**config.mk**
```make
export PLATFORM = sky130hd
export DESIGN_NAME = id_ex_stage
export DESIGN_NICKNAME = d
export VERILOG_FILES = /design/src/rtl/pipe_pkg.sv /design/src/rtl/fwd_mux.sv /design/src/rtl/id_ex_stage.sv
export SDC_FILE = /design/constraint.sdc
export NUM_CORES = 1
export LEC_CHECK = 0
export BUFFER_PORTS_ARGS = -buffer_cell sky130_fd_sc_hd__buf_2
export CORE_AREA = 2 2 133 135
export DETAILED_ROUTE_END_ITERATION = 16
export DIE_AREA = 0 0 135 137
export GPL_TIMING_DRIVEN = 0
export HOLD_SLACK_MARGIN = 0.15
export PLACE_DENSITY = 0.72
export REMOVE_ABC_BUFFERS = 1
export SYNTH_ARGS = -nofsm -noshare
export SYNTH_HDL_FRONTEND = slang
export SYNTH_SLANG_ARGS = --single-unit
export TNS_END_PERCENT = 100
```
**constraint.sdc**
```tcl
create_clock -name clock -period 3.03 [get_ports clock]
set_clock_uncertainty 0.15 [all_clocks]
set_input_delay 0.1515 -clock clock [delete_from_list [all_inputs] [get_ports clock]]
set_output_delay 0.1515 -clock clock [all_outputs]
set_load 0.005 [all_outputs]
```
**src/rtl/pipe_pkg.sv**
```systemverilog
// Shared definitions for the ID/EX pipeline slice.
// Contents: datapath/register-index widths, the packed EX-stage control
// word, the all-zero bubble constant, and an index-match helper used by
// both the forwarding muxes and the load-use detector.
package pipe_pkg;

  localparam int DW = 32;
  localparam int RW = 5;

  typedef struct packed {
    logic          valid;
    logic          wreg;
    logic          m2reg;
    logic          wmem;
    logic [3:0]    aluc;
    logic [RW-1:0] rn;
  } ex_ctrl_t;

  localparam ex_ctrl_t EX_BUBBLE = '0;

  // Register $0 is hard-wired to zero, so a match on index 0 never counts.
  function automatic logic idx_match(input logic [RW-1:0] a, input logic [RW-1:0] b);
    return (a == b) && (a != {RW{1'b0}});
  endfunction

endpackage

```
**src/rtl/fwd_mux.sv**
```systemverilog
// Forwarding selector for one source operand.
// Ports:
//   i_idx               source register index
//   i_rf                register-file read value
//   i_ex_fwd            EX stage holds a forwardable (non-load) writer
//   i_ex_rn, i_ex_s     EX destination and live ALU result
//   i_m_wreg, i_m_m2reg MEM stage write enable / load select
//   i_m_rn              MEM destination
//   i_m_alu, i_m_mo     MEM ALU result and load data
//   o_val               forwarded operand
module fwd_mux #(
  parameter int DW = 32,
  parameter int RW = 5
) (
  input  logic [RW-1:0] i_idx,
  input  logic [DW-1:0] i_rf,
  input  logic          i_ex_fwd,
  input  logic [RW-1:0] i_ex_rn,
  input  logic [DW-1:0] i_ex_s,
  input  logic          i_m_wreg,
  input  logic          i_m_m2reg,
  input  logic [RW-1:0] i_m_rn,
  input  logic [DW-1:0] i_m_alu,
  input  logic [DW-1:0] i_m_mo,
  output logic [DW-1:0] o_val
);
  import pipe_pkg::*;

  // Youngest producer wins: EX over MEM over the register file.
  always_comb begin
    o_val = i_rf;
    if (i_ex_fwd && idx_match(i_idx, i_ex_rn)) begin
      o_val = i_ex_s;
    end else if (i_m_wreg && idx_match(i_idx, i_m_rn)) begin
      if (i_m_m2reg) begin
        o_val = i_m_mo;
      end else begin
        o_val = i_m_alu;
      end
    end else begin
      o_val = i_rf;
    end
  end

endmodule

```
**src/rtl/id_ex_stage.sv**
```systemverilog
// ID/EX pipeline register with operand forwarding and load-use detection.
// Ports:
//   clock, reset            rising-edge clock, synchronous active-high reset
//   d_*                     decoded instruction and controls from ID
//   d_flush                 squash the decode-slot instruction
//   ex_hold                 freeze the EX register
//   ex_alu_s                live ALU result of the instruction in EX
//   m_*                     MEM-stage forwarding taps
//   e_*                     registered EX-stage operands and controls
//   stall_o                 combinational load-use stall request
module id_ex_stage #(
  parameter int DW = 32,
  parameter int RW = 5
) (
  input  logic          clock,
  input  logic          reset,
  input  logic          d_valid,
  input  logic [DW-1:0] d_qa,
  input  logic [DW-1:0] d_qb,
  input  logic [DW-1:0] d_imm,
  input  logic [4:0]    d_sa,
  input  logic [RW-1:0] d_rs,
  input  logic [RW-1:0] d_rt,
  input  logic          d_rs_used,
  input  logic          d_rt_used,
  input  logic [RW-1:0] d_rn,
  input  logic [3:0]    d_aluc,
  input  logic          d_aluimm,
  input  logic          d_shift,
  input  logic          d_wreg,
  input  logic          d_m2reg,
  input  logic          d_wmem,
  input  logic          d_flush,
  input  logic          ex_hold,
  input  logic [DW-1:0] ex_alu_s,
  input  logic [RW-1:0] m_rn,
  input  logic          m_wreg,
  input  logic          m_m2reg,
  input  logic [DW-1:0] m_alu,
  input  logic [DW-1:0] m_mo,
  output logic          e_valid,
  output logic [DW-1:0] e_a,
  output logic [DW-1:0] e_b,
  output logic [3:0]    e_aluc,
  output logic [DW-1:0] e_store,
  output logic [RW-1:0] e_rn,
  output logic          e_wreg,
  output logic          e_m2reg,
  output logic          e_wmem,
  output logic          stall_o
);
  import pipe_pkg::*;

  ex_ctrl_t      r_ctrl;
  logic [DW-1:0] r_a;
  logic [DW-1:0] r_b;
  logic [DW-1:0] r_store;

  logic          w_ex_fwd;
  logic [DW-1:0] w_fwd_rs;
  logic [DW-1:0] w_fwd_rt;
  logic          w_stall;
  logic          w_bubble;
  ex_ctrl_t      w_cap_ctrl;
  logic [DW-1:0] w_cap_a;
  logic [DW-1:0] w_cap_b;

  // A load in EX has no result yet; it is resolved by the stall instead.
  assign w_ex_fwd = r_ctrl.valid & r_ctrl.wreg & ~r_ctrl.m2reg;

  fwd_mux #(.DW(DW), .RW(RW)) u_fwd_rs (
    .i_idx     (d_rs),
    .i_rf      (d_qa),
    .i_ex_fwd  (w_ex_fwd),
    .i_ex_rn   (r_ctrl.rn),
    .i_ex_s    (ex_alu_s),
    .i_m_wreg  (m_wreg),
    .i_m_m2reg (m_m2reg),
    .i_m_rn    (m_rn),
    .i_m_alu   (m_alu),
    .i_m_mo    (m_mo),
    .o_val     (w_fwd_rs)
  );

  fwd_mux #(.DW(DW), .RW(RW)) u_fwd_rt (
    .i_idx     (d_rt),
    .i_rf      (d_qb),
    .i_ex_fwd  (w_ex_fwd),
    .i_ex_rn   (r_ctrl.rn),
    .i_ex_s    (ex_alu_s),
    .i_m_wreg  (m_wreg),
    .i_m_m2reg (m_m2reg),
    .i_m_rn    (m_rn),
    .i_m_alu   (m_alu),
    .i_m_mo    (m_mo),
    .o_val     (w_fwd_rt)
  );

  // Load-use: decode reads the register a load in EX is about to produce.
  assign w_stall = d_valid & r_ctrl.valid & r_ctrl.wreg & r_ctrl.m2reg &
                   ((d_rs_used & idx_match(d_rs, r_ctrl.rn)) |
                    (d_rt_used & idx_match(d_rt, r_ctrl.rn)));
  assign stall_o  = w_stall;
  assign w_bubble = d_flush | w_stall | ~d_valid;

  // Operand selection and control word for a captured instruction.
  always_comb begin
    w_cap_ctrl       = EX_BUBBLE;
    w_cap_ctrl.valid = 1'b1;
    w_cap_ctrl.wreg  = d_wreg;
    w_cap_ctrl.m2reg = d_m2reg;
    w_cap_ctrl.wmem  = d_wmem;
    w_cap_ctrl.aluc  = d_aluc;
    w_cap_ctrl.rn    = d_rn;
    if (d_shift) begin
      w_cap_a = {{(DW-5){1'b0}}, d_sa};
    end else begin
      w_cap_a = w_fwd_rs;
    end
    if (d_aluimm) begin
      w_cap_b = d_imm;
    end else begin
      w_cap_b = w_fwd_rt;
    end
  end

  // EX register: reset, hold, bubble, or capture, in that priority.
  always_ff @(posedge clock) begin
    if (reset) begin
      r_ctrl  <= EX_BUBBLE;
      r_a     <= '0;
      r_b     <= '0;
      r_store <= '0;
    end else if (ex_hold) begin
      r_ctrl  <= r_ctrl;
      r_a     <= r_a;
      r_b     <= r_b;
      r_store <= r_store;
    end else if (w_bubble) begin
      r_ctrl  <= EX_BUBBLE;
      r_a     <= '0;
      r_b     <= '0;
      r_store <= '0;
    end else begin
      r_ctrl  <= w_cap_ctrl;
      r_a     <= w_cap_a;
      r_b     <= w_cap_b;
      r_store <= w_fwd_rt;
    end
  end

  assign e_valid = r_ctrl.valid;
  assign e_wreg  = r_ctrl.wreg;
  assign e_m2reg = r_ctrl.m2reg;
  assign e_wmem  = r_ctrl.wmem;
  assign e_aluc  = r_ctrl.aluc;
  assign e_rn    = r_ctrl.rn;
  assign e_a     = r_a;
  assign e_b     = r_b;
  assign e_store = r_store;

endmodule

```
# After elaboration in Yosys (flattened, before gate mapping)
# Index checks and enable logic that the tools add are counted.
# W data, S select, Z words.
# classes
n_bitwise	13
n_reduce_logical	10
n_eq_ne	4
n_mux	11
# op_table
cell	n
$mux W32	10
$eq A5 B5 Y1	4
$mux W13	1
$reduce_bool A5 Y1	2
$and A1 B1 Y1	8
$logic_and A1 B1 Y1	8
$or A1 B1 Y1	3
$not A1 Y1	2
# totals
register_bits	109
out_inout_bits	110
in_bits	235

# Logic depth before layout (Yosys ltp)
# Gate-level depths: netlist of the first run.
# depth
word_depth	8
ltp_mapped	7
ltp_nobuf	5

# Hierarchy
# A second synthesis of the first run with hierarchy kept.
# hier_totals
cells_unflattened	1009
area_unflattened_um2	8388.0
# modules_own_cells
module	area_per_inst_um2	instances	seq_area_each_um2	cells_per_inst
id_ex_stage	5370.2	1	2182.1	593
fwd_mux	1508.9	2	0.0	208

# Worst setup path after synthesis of the first run
# OpenSTA, ideal clock, no wires.
# synth_path
path_type	register to register
startpoint	register r_ctrl (netlist bit e_rn[4])
endpoint	register r_a[2] (netlist: e_a[2])
setup_slack_ps	854
arrival_time_ps	1909
required_ps	2763
period_less_slack_ps	2176
setup_ps	117
path_stages_with_launch	8
path_cell_list	dfxtp_1 -> xor2_1 -> nor4_1 -> and2_0 -> clkbuf_1 -> buf_2 -> o31ai_1 -> a32o_1
# synth_via
elab_chain_cells	8
# synth_lines
item	line	text
start, declared	id_ex_stage.sv:54	ex_ctrl_t r_ctrl;
start signal, assigned	id_ex_stage.sv:135	r_ctrl <= r_ctrl;
start signal, assigned	id_ex_stage.sv:145	r_ctrl <= w_cap_ctrl;
$eq A5 B5 Y1	pipe_pkg.sv:23	return (a == b) && (a != {RW{1'b0}});
$logic_and A1 B1 Y1	pipe_pkg.sv:23	
$and A1 B1 Y1, on equally long branches	id_ex_stage.sv:101, id_ex_stage.sv:102	
$or A1 B1 Y1	id_ex_stage.sv:101	((d_rs_used & idx_match(d_rs, r_ctrl.rn)) |
$and A1 B1 Y1	id_ex_stage.sv:100	assign w_stall = d_valid & r_ctrl.valid & r_ctrl.wreg & r_ctrl.m2reg &
$or A1 B1 Y1 (2 in series)	id_ex_stage.sv:104	assign w_bubble = d_flush | w_stall | ~d_valid;
$mux W32 *	id_ex_stage.sv:139	end else if (w_bubble) begin
end signal, assigned	id_ex_stage.sv:136	r_a <= r_a;
end signal, assigned	id_ex_stage.sv:146	r_a <= w_cap_a;
end, declared	id_ex_stage.sv:55	logic [DW-1:0] r_a;
# Every way passes the cells marked *; elsewhere a longest branch is shown, timed or not.
# A chain may end at the register's enable or synchronous reset.

# Final worst setup path of the first run
# layout_path
startpoint	register r_ctrl (netlist bit e_rn[4])
endpoint	register r_a[30] (netlist: e_a[30])
# The elaborated chain is that of the path after synthesis.

==> out/results.ini, run 1 <==
[timing]
fin_crit_sh_pct = 95.82
timing.max_slew.rel_slack_pct = 3.666
setup_viol = 0
layout_min_cycle_time_ns = 2.903
tns_ns = 0
worst_pin_slew_ns = 1.445
report.final.slew_viol_count = 0
hold_violations = 0
rsz0062_at_grt = no
fmax_mhz = 344.4

[synth]
syn_avg_cell_area_um2 = 8.936
synth_top_area_share_pct = 34.34
synthTopCellsByArea = dfxtp_1 (34%), a22o_1 (9.8%), o31ai_1 (7.6%), a32o_1 (5.8%), mux2_2 (5.7%)
synth-edff-count = 0
synth_cell_types = 39
syn_inst = 711
seq_area_frac_synth_pct = 34.34
synth_area_um2 = 6354
synth-async-reset-ratio_pct = 0
yosys_warnings = 0
yosysTopAreaCell = dfxtp_1
synth-seq-cells = 109
ys.flop_type = dfxtp_1

[global_routing]
grt_overflow = 0
grt_pass1_wl_mm = 43.55
grt_start_max_net_pins = 39
antenna_found_initial = 0
grt_pass1_vias = 8221
track_usage_pct = 30.19

[finish]
fin_area_um2 = 10050
fill_cells = 1439
area_delta_synth_final_pct = 58.13
nets = 1381
antenna_cells = 0
drive_above_1_share_pct = 37.79
layout.cells.non_filler = 1376

[power_and_ir_drop]
powerDensity_nw_per_um2 = 366.4
p_clk_share_pct = 36.8
ir_worst_vdd_mv = 0.3509
p_switching_w = 0.001042
sw_frac_of_total_pct = 28.30
leakagePower_nw = 4.283
internal_power_w = 0.002639
pwr-share-seq_pct = 40.4
combPwrFrac_pct = 22.8

[critical_path]
worstPathArrival_ns = 3.01
r2r_setup_slack_ns = 0.13
cp.required_ns = 3.13
critPathLaunchType = flip-flop
path_class = flip-flop to flip-flop
endpoint_kind = flip-flop
path_max_fanout = 19

[placement]
gp_congestion = 0.8632
dpl.cell_count = 1226
placed_cell_area_um2 = 8368
port_buffers = 344
hpwl_mm = 19.15

[floorplanning]
core_region_area_um2 = 17060
dieArea_um2 = 18500
start_util_pct = 37.25
top_level_ports = 345
die_height_um = 137
fp-row-count = 48
fp.dieW_um = 135

[clock_tree]
clock-sinks = 109
numCtsBuffers = 9
path_clk_slew_ns = 0.08
cts_tree = built
cts_root_buf = clkbuf_16
max-clock-path-buffers = 2
insertion_delay_ns = 0.36
htreeDepth = 3

[detailed_routing]
first_iter_violations = 730
routedWlPerCell_um = 21.35
via_per_inst = 6.070
ant_nets = 0
drc = 0
dr_total_vias = 8353
totalWireLength_mm = 29.38
firstDrtPassIters = 5

[hold_path]
hold_path.class = input port to flip-flop

[run]
cap_violations = 0

[run_status]
status = finished, final reports clean

==> Yosys cell counts, types with 2 or more instances <==
library cell and n:
nor3_1 66, nand2_1 3, clkbuf_1 61, and4_1 2, dfxtp_1 109, and4_4 2, or4_4 2, nand3_1 59
o211ai_1 2, o311ai_0 29, o211a_1 2, buf_2 5, xor2_1 6, a32o_1 37, a31oi_1 5, nand4_1 2
nor2_1 2, o31ai_1 64, o211a_4 2, o311ai_1 3, nor4_1 2, buf_6 11, xnor2_1 14, a21oi_1 65
a22o_1 71, nand2b_1 38, mux2_2 32, buf_1 3, clkbuf_2 2
==> metrics by stage <==
stage | utilization (%) | worst slack, ns | hold slack [ns] | power [W]
detailed placement | 49.06 | -0.04884 | 0.2160 | 0.002192
global route | 58.91 | 0.05535 | 0.1770 | 0.003813
CTS | 58.88 | 0.04555 | 0.1520 | 0.003662
floorplan | - | -1.625 | 0.07057 | 0.001816
global placement | 46.65 | -5.000 | 0.1952 | 0.002146
finish | 58.91 | 0.1267 | 0.1608 | 0.003681
==> sequential cells by signal (all words and copies together) (netlist names) <==
signal / cells
e_wreg: 1
e_a: 32
e_rn: 5
e_b: 32
e_m2reg: 1
e_aluc: 4
e_valid: 1
e_store: 32
e_wmem: 1
==> what timing repair did <==
item,CTS,global route
setup buffers,0,0
resized for setup,0,1
hold buffers,134,0
hold endpoints to repair,109,0
endpoints found under the setup margin,0,6
==> cell usage in the layout, fill, tap and decap left out, types with 3 or more instances in the layout <==
cell / Yosys / final
a21oi_1: 65 / 65
a22o_1: 71 / 71
a31oi_1: 5 / 5
a32o_1: 37 / 37
buf_16: 0 / 5
buf_2: 5 / 344
buf_4: 0 / 13
buf_8: 0 / 6
clkbuf_16: 0 / 9
dfxtp_1: 109 / 109
dlygate4sd3_1: 0 / 134
mux2_2: 32 / 32
nand2_1: 3 / 3
nand2b_1: 38 / 38
nand3_1: 59 / 59
nor3_1: 66 / 66
o311ai_0: 29 / 29
o311ai_1: 3 / 3
o31ai_1: 64 / 64
xnor2_1: 14 / 14
xor2_1: 6 / 6
==> per-layer routing <==
layer | vias to the layer above | share of wire (%) | track usage (%)
li1 | 3704 | - | -
met1 | 3865 | 37 | 35.75
met2 | 645 | 48 | 50.87
met3 | 139 | 9.8 | 5.741
met4 | 0 | 5.3 | 18.06
met5 | - | 0 | 0
==> cells by family after synthesis <==
logic type | synth area share [%]
AOI/OAI and AO/OA | 34.30
and+or+nand+nor | 16.58
DFF | 34.34
buffers and inverters | 6.341
muxes | 5.672
xor gates and xnor gates | 2.757
==> power by group through the flow <==
stage	registers, W	logic [W]	clock network (W)
floorplan	0.00152	0.000293	0
global placement	0.00152	0.000627	0
detailed placement	0.00152	0.000672	0
CTS	0.00149	0.000811	0.00137
global route	0.00149	0.000887	0.00143
finish	0.00149	0.000840	0.00135
==> worst max-delay path: stages, from the launching register on <==
cell and delay [ns]:
dfxtp_1 0.36, xor2_1 0.20, nor4_2 0.55, buf_4 0.27, and2_1 0.68, buf_16 0.23, o31ai_1 0.12, a22o_1 0.21
==> worst paths after layout <==
path	to	start	depth (start not counted)
max	e_a[30]$_SDFFE_PP0N_	e_rn[4]$_SDFFE_PP0N_	7
min	e_a[2]$_SDFFE_PP0N_	d_qa[2]	4
max reg2reg	e_a[30]$_SDFFE_PP0N_	e_rn[4]$_SDFFE_PP0N_	7
min reg2reg	e_b[5]$_SDFFE_PP0N_	e_b[5]$_SDFFE_PP0N_	1
==> final cells by class <==
type,instances,area [µm²],share of cell area (%)
multi-input cells,519,3796,37.78
repair buffers,506,3451,34.35
flip-flops and latches,109,2182,21.72
well taps,225,281.5,2.802
clock buffers,10,239.0,2.379
clock inverters,6,93.84,0.9340
inverters,1,3.754,0.03736
No activity file was read; power rests on OpenSTA's default activity.
==> run 2, diff against run 1 <==
REMOVE_ABC_BUFFERS = default   (was 1)
==> out/results.ini, run 2 (same netlist as run 1, synthesis figures left out) <==
[clock_tree]
numCtsBuffers = 9
max-clock-path-buffers = 2
htreeDepth = 3
cts_tree = built
cts_root_buf = clkbuf_16
clock-sinks = 109
path_clk_slew_ns = 0.07
insertion_delay_ns = 0.36

[global_routing]
grt_pass1_wl_mm = 44.81
grt_overflow = 0
grt_start_max_net_pins = 20
antenna_found_initial = 1
grt_pass1_vias = 7943
track_usage_pct = 31.86

[finish]
nets = 1419
layout.cells.non_filler = 1415
final_cell_mix = buf_2 (348), dlygate4sd3_1 (116), dfxtp_1 (109)
drive_above_1_share_pct = 35.58
final_common_cell = buf_2
area_delta_synth_final_pct = 55.06
fill_cells = 1542

[timing]
fmax_mhz = 345.8
setup_viol = 0
tns_ns = 0
whs_ns = 0.1641
timing.max_slew.rel_slack_pct = 39.61
hold_violations = 0
setup_slack_ns = 0.1385
report.final.slew_viol_count = 0
worst_pin_slew_ns = 0.8992
layout_min_cycle_time_ns = 2.892
rsz0062_at_grt = no
fin_crit_sh_pct = 95.43

[power_and_ir_drop]
leakagePower_nw = 4.195
ir_worst_vdd_mv = 0.2569
internal_power_w = 0.002458
pwr-share-seq_pct = 42.4
p_clk_share_pct = 34.2
p_total_w = 0.003509
p_switching_w = 0.001051
combPwrFrac_pct = 23.4
powerDensity_nw_per_um2 = 356.2
sw_frac_of_total_pct = 29.95

[floorplanning]
fp-row-count = 48
start_util_pct = 37.25
die_height_um = 137
dieArea_um2 = 18500
fp.dieW_um = 135
core_region_area_um2 = 17060
top_level_ports = 345

[hold_path]
hold_path.class = input port to flip-flop

[critical_path]
path_class = input port to flip-flop
path_max_fanout = 10
cp.required_ns = 3.18
endpoint_kind = flip-flop
critPathLaunchType = input port
worstPathArrival_ns = 3.05

[detailed_routing]
dr_total_vias = 8266
via_per_inst = 5.842
ant_nets = 0
firstDrtPassIters = 5
drc = 0
totalWireLength_mm = 30.91
first_iter_violations = 736
routedWlPerCell_um = 21.85

[placement]
dp_slack_ns = -0.01113
gp_congestion = 0.9255
dpl.cell_count = 1279
port_buffers = 343
hpwl_mm = 22.78

[run]
cap_violations = 0

[run_status]
status = finished, final reports clean

[synth]
syn_nets = 946

run 2: cell types whose count changed in the layout (fill, tap and decap cells not counted), sizes merged:
cell and change:
clkinvlp -1, diode +1, bufinv -2, dlygate4sd3 -18
buf -7, clkbuf +63, inv +1, clkinv +2
run 2: timing repair:
action / in CTS / in global routing
setup endpoints to repair: 2 / 16
pin swaps: 0 / 1
gates resized for setup: 1 / 2
buffers inserted: 0 / 3
hold buffers: 116 / 0
hold endpoints to repair: 109 / 0
run 2: per-stage QoR:
step                      util (%)  area, µm²
final                        57.76       9852
after global routing         57.76       9852
after CTS                    57.53       9812
after detailed placement     48.97       8352
after global placement       48.97       8352
after floorplan                  -       6354
run 2: power groups by stage:
stage	registers (W)	clock network (W)	logic (W)
floorplan	0.00152	0	0.000333
global placement	0.00152	0	0.000673
detailed placement	0.00152	0	0.000679
CTS	0.00149	0.00121	0.000798
global route	0.00149	0.00126	0.000874
finish	0.00149	0.00120	0.000820
run 2: per-layer routing:
layer	wire length [µm]	vias to the layer above	track usage (%)
met4	1092	0	13.48
li1	-	3787	-
met2	15160	508	56.29
met5	0	-	0
met1	12020	3885	38.44
met3	2632	86	5.037
run 2: layout make-up:
| type | count | area, µm² | share of cell area [%] |
|---|---|---|---|
| Multi-Input combinational cell | 519 | 3790 | 38.47 |
| Buffer | 82 | 399.1 | 4.051 |
| Clock buffer | 10 | 239.0 | 2.426 |
| Clock inverter | 6 | 53.80 | 0.5461 |
| Sequential cell | 109 | 2182 | 22.15 |
| Timing Repair Buffer | 462 | 2900 | 29.44 |
| Tap cell | 225 | 281.5 | 2.858 |
| Inverter | 1 | 3.754 | 0.03810 |
| Antenna cell | 1 | 2.502 | 0.02540 |
run 2: worst paths after layout:
path	slack, ns	cells after the start	end	start
min reg2reg	0.31	1	e_b[10]$_SDFFE_PP0N_	e_b[10]$_SDFFE_PP0N_
max	0.14	8	e_b[0]$_SDFFE_PP0N_	d_rt[1]
min	0.16	4	e_store[18]$_SDFFE_PP0N_	d_qb[18]
max reg2reg	0.20	7	e_a[0]$_SDFFE_PP0N_	e_rn[2]$_SDFFE_PP0N_
run 2: critical path, stage by stage:
cell and delay [ns]:
buf_2 0.13, or4_4 0.57, o211ai_1 0.58, buf_2 0.36
nor3_1 0.10, o311ai_0 0.39, a32o_1 0.22, dlygate4sd3_1 0.54
==> run 3, diff against run 2 <==
CORE_AREA = default   (was 2 2 133 135)
CORE_MARGIN = 2   (was default)
CORE_UTILIZATION = 25   (was default)
DIE_AREA = default   (was 0 0 135 137)
PLACE_DENSITY = 0.53   (was 0.72)
==> out/results.ini, run 3 (same netlist as run 1, synthesis figures left out) <==
[run_status]
status = finished, final reports clean

[placement]
gp_congestion = 0.8825
placed_cell_area_um2 = 8496
port_buffers = 343
hpwl_mm = 24.64

[finish]
fill_cells = 2617
nets = 1412
final_cell_mix = buf_2 (348), dfxtp_1 (109), dlygate4sd3_1 (109)
fin_area_um2 = 9953
multi_input_area_um2 = 3799
register_area_um2 = 2182
area_delta_synth_final_pct = 56.66
fin_util_pct = 39.76
final_common_cell = buf_2
drive_above_1_share_pct = 35.79

[run]
cap_violations = 0

[detailed_routing]
routedWlPerCell_um = 21.48
drc = 0
totalWireLength_mm = 32.50
via_per_inst = 5.267
ant_nets = 0
firstDrtPassIters = 7
first_iter_violations = 481
dr_total_vias = 7969

[critical_path]
path_class = input port to flip-flop
cp.buffers_inverters = 3
path_delay_family = compound AO/OA/AOI/OAI gates
worstPathArrival_ns = 3.04
cp.required_ns = 3.19
endpoint_kind = flip-flop
path_cells = buf_2 > or4_4 > o211ai_1 > buf_2 > nor3_1 > o311ai_0 > a32o_1 > dlygate4sd3_1
cp_common_cell = buf_2
slowest_delay_ns = 0.62
slowest_stage = o211ai_1
path_max_fanout = 10
critPathLaunchType = input port

[timing]
fmax_mhz = 347.5
timing.max_slew.rel_slack_pct = 48.54
rsz0062_at_grt = yes
tns_ns = 0
layout_min_cycle_time_ns = 2.878
hold_violations = 0
worst_pin_slew_ns = 0.7661
whs_ns = 0.1534
setup_viol = 0
report.final.slew_viol_count = 0
fin_crit_sh_pct = 94.97

[floorplanning]
dieArea_um2 = 26710
die_height_um = 163.4
fp.dieW_um = 163.4
core_region_area_um2 = 25040
top_level_ports = 345
start_util_pct = 25.38
fp-row-count = 58

[global_routing]
antenna_found_initial = 1
grt_overflow = 0
grt_pass1_wl_mm = 47.27
grt_pass1_vias = 8035
grt_start_max_net_pins = 19
track_usage_pct = 23.55

[synth]
syn_nets = 946

[power_and_ir_drop]
leakagePower_nw = 4.173
powerDensity_nw_per_um2 = 367.7
p_total_w = 0.003660
ir_worst_vdd_mv = 0.3019

[clock_tree]
path_clk_slew_ns = 0.08
cts_tree = built
insertion_delay_ns = 0.37
htreeDepth = 3
max-clock-path-buffers = 2
numCtsBuffers = 9
clock-sinks = 109
cts_root_buf = clkbuf_16

[hold_path]
hold_path.class = input port to flip-flop

-- run 3: changes by cell type in the layout (fill, tap and decap cells not counted) --
cell | before | now
dlygate4sd3_1 | 116 | 109
bufinv_16 | 0 | 2
inv_8 | 2 | 0
clkbuf_2 | 2 | 3
clkbuf_8 | 1 | 0
clkinv_2 | 1 | 0
clkinv_4 | 2 | 1
clkinvlp_4 | 0 | 1
inv_6 | 1 | 2
nor4_2 | 1 | 0
nor4_4 | 2 | 3
-- run 3: layout make-up --
| class | count | share of cell area [%] |
|---|---|---|
| Multi-Input combinational cell | 519 | 38.16 |
| Timing Repair Buffer | 455 | 28.43 |
| Sequential cell | 109 | 21.92 |
| Tap cell | 330 | 4.148 |
| Buffer | 82 | 4.023 |
| Clock buffer | 10 | 2.300 |
| Clock inverter | 6 | 0.9428 |
| Inverter | 1 | 0.03771 |
| Antenna cell | 1 | 0.02514 |
-- run 3: per-layer routing --
| metal | GRT usage, % | up-vias | part of all wire, % |
|---|---|---|---|
| li1 | - | 3768 | - |
| met1 | 29.52 | 3811 | 42 |
| met2 | 40.87 | 335 | 49 |
| met3 | 3.834 | 55 | 5.8 |
| met4 | 8.005 | 0 | 2.6 |
| met5 | 0 | - | 0 |
-- run 3: worst register-to-register path: cells and delay by family, from the launching register on --
| kind | cells | cell delay [ns] |
|---|---|---|
| xor+xnor | 1 | 0.17 |
| compound gates | 2 | 0.42 |
| simple gates | 2 | 0.80 |
| buf+inv | 2 | 0.61 |
| flops | 1 | 0.46 |
-- run 3: through the flow --
step | cells | setup WS [ns]
finish | 1513 | 0.1524
global route | 1512 | -0.0004428
CTS | 1509 | 0.06735
detailed placement | 1384 | -0.02015
global placement | 1384 | -0.4358
floorplan | 711 | 0.8537
-- run 3: report_power, final --
part           total (W)  leakage, nW  switching (W)  internal, W
combinational   0.000819         3.14       0.000431     0.000388
clock            0.00135        0.154       0.000618     0.000735
sequential       0.00149        0.883      0.0000214      0.00147
-- run 3: what timing repair did --
| action | in CTS | in global routing |
|---|---|---|
| gates resized for setup | 0 | 4 |
| hold buffers | 109 | 0 |
| endpoints found under the setup margin | 0 | 5 |
| setup buffers | 0 | 3 |
| hold endpoints to repair | 109 | 0 |
-- run 3: worst paths after layout --
kind | slack [ns] | from | endpoint | cells past startpoint
worst min-delay path | 0.15 | d_qb[27] | e_store[27]$_SDFFE_PP0N_ | 4
worst max register to register | 0.34 | e_rn[4]$_SDFFE_PP0N_ | e_a[3]$_SDFFE_PP0N_ | 7
worst max-delay path | 0.15 | d_rt[1] | e_b[0]$_SDFFE_PP0N_ | 8
worst min register to register | 0.31 | e_b[11]$_SDFFE_PP0N_ | e_b[11]$_SDFFE_PP0N_ | 1
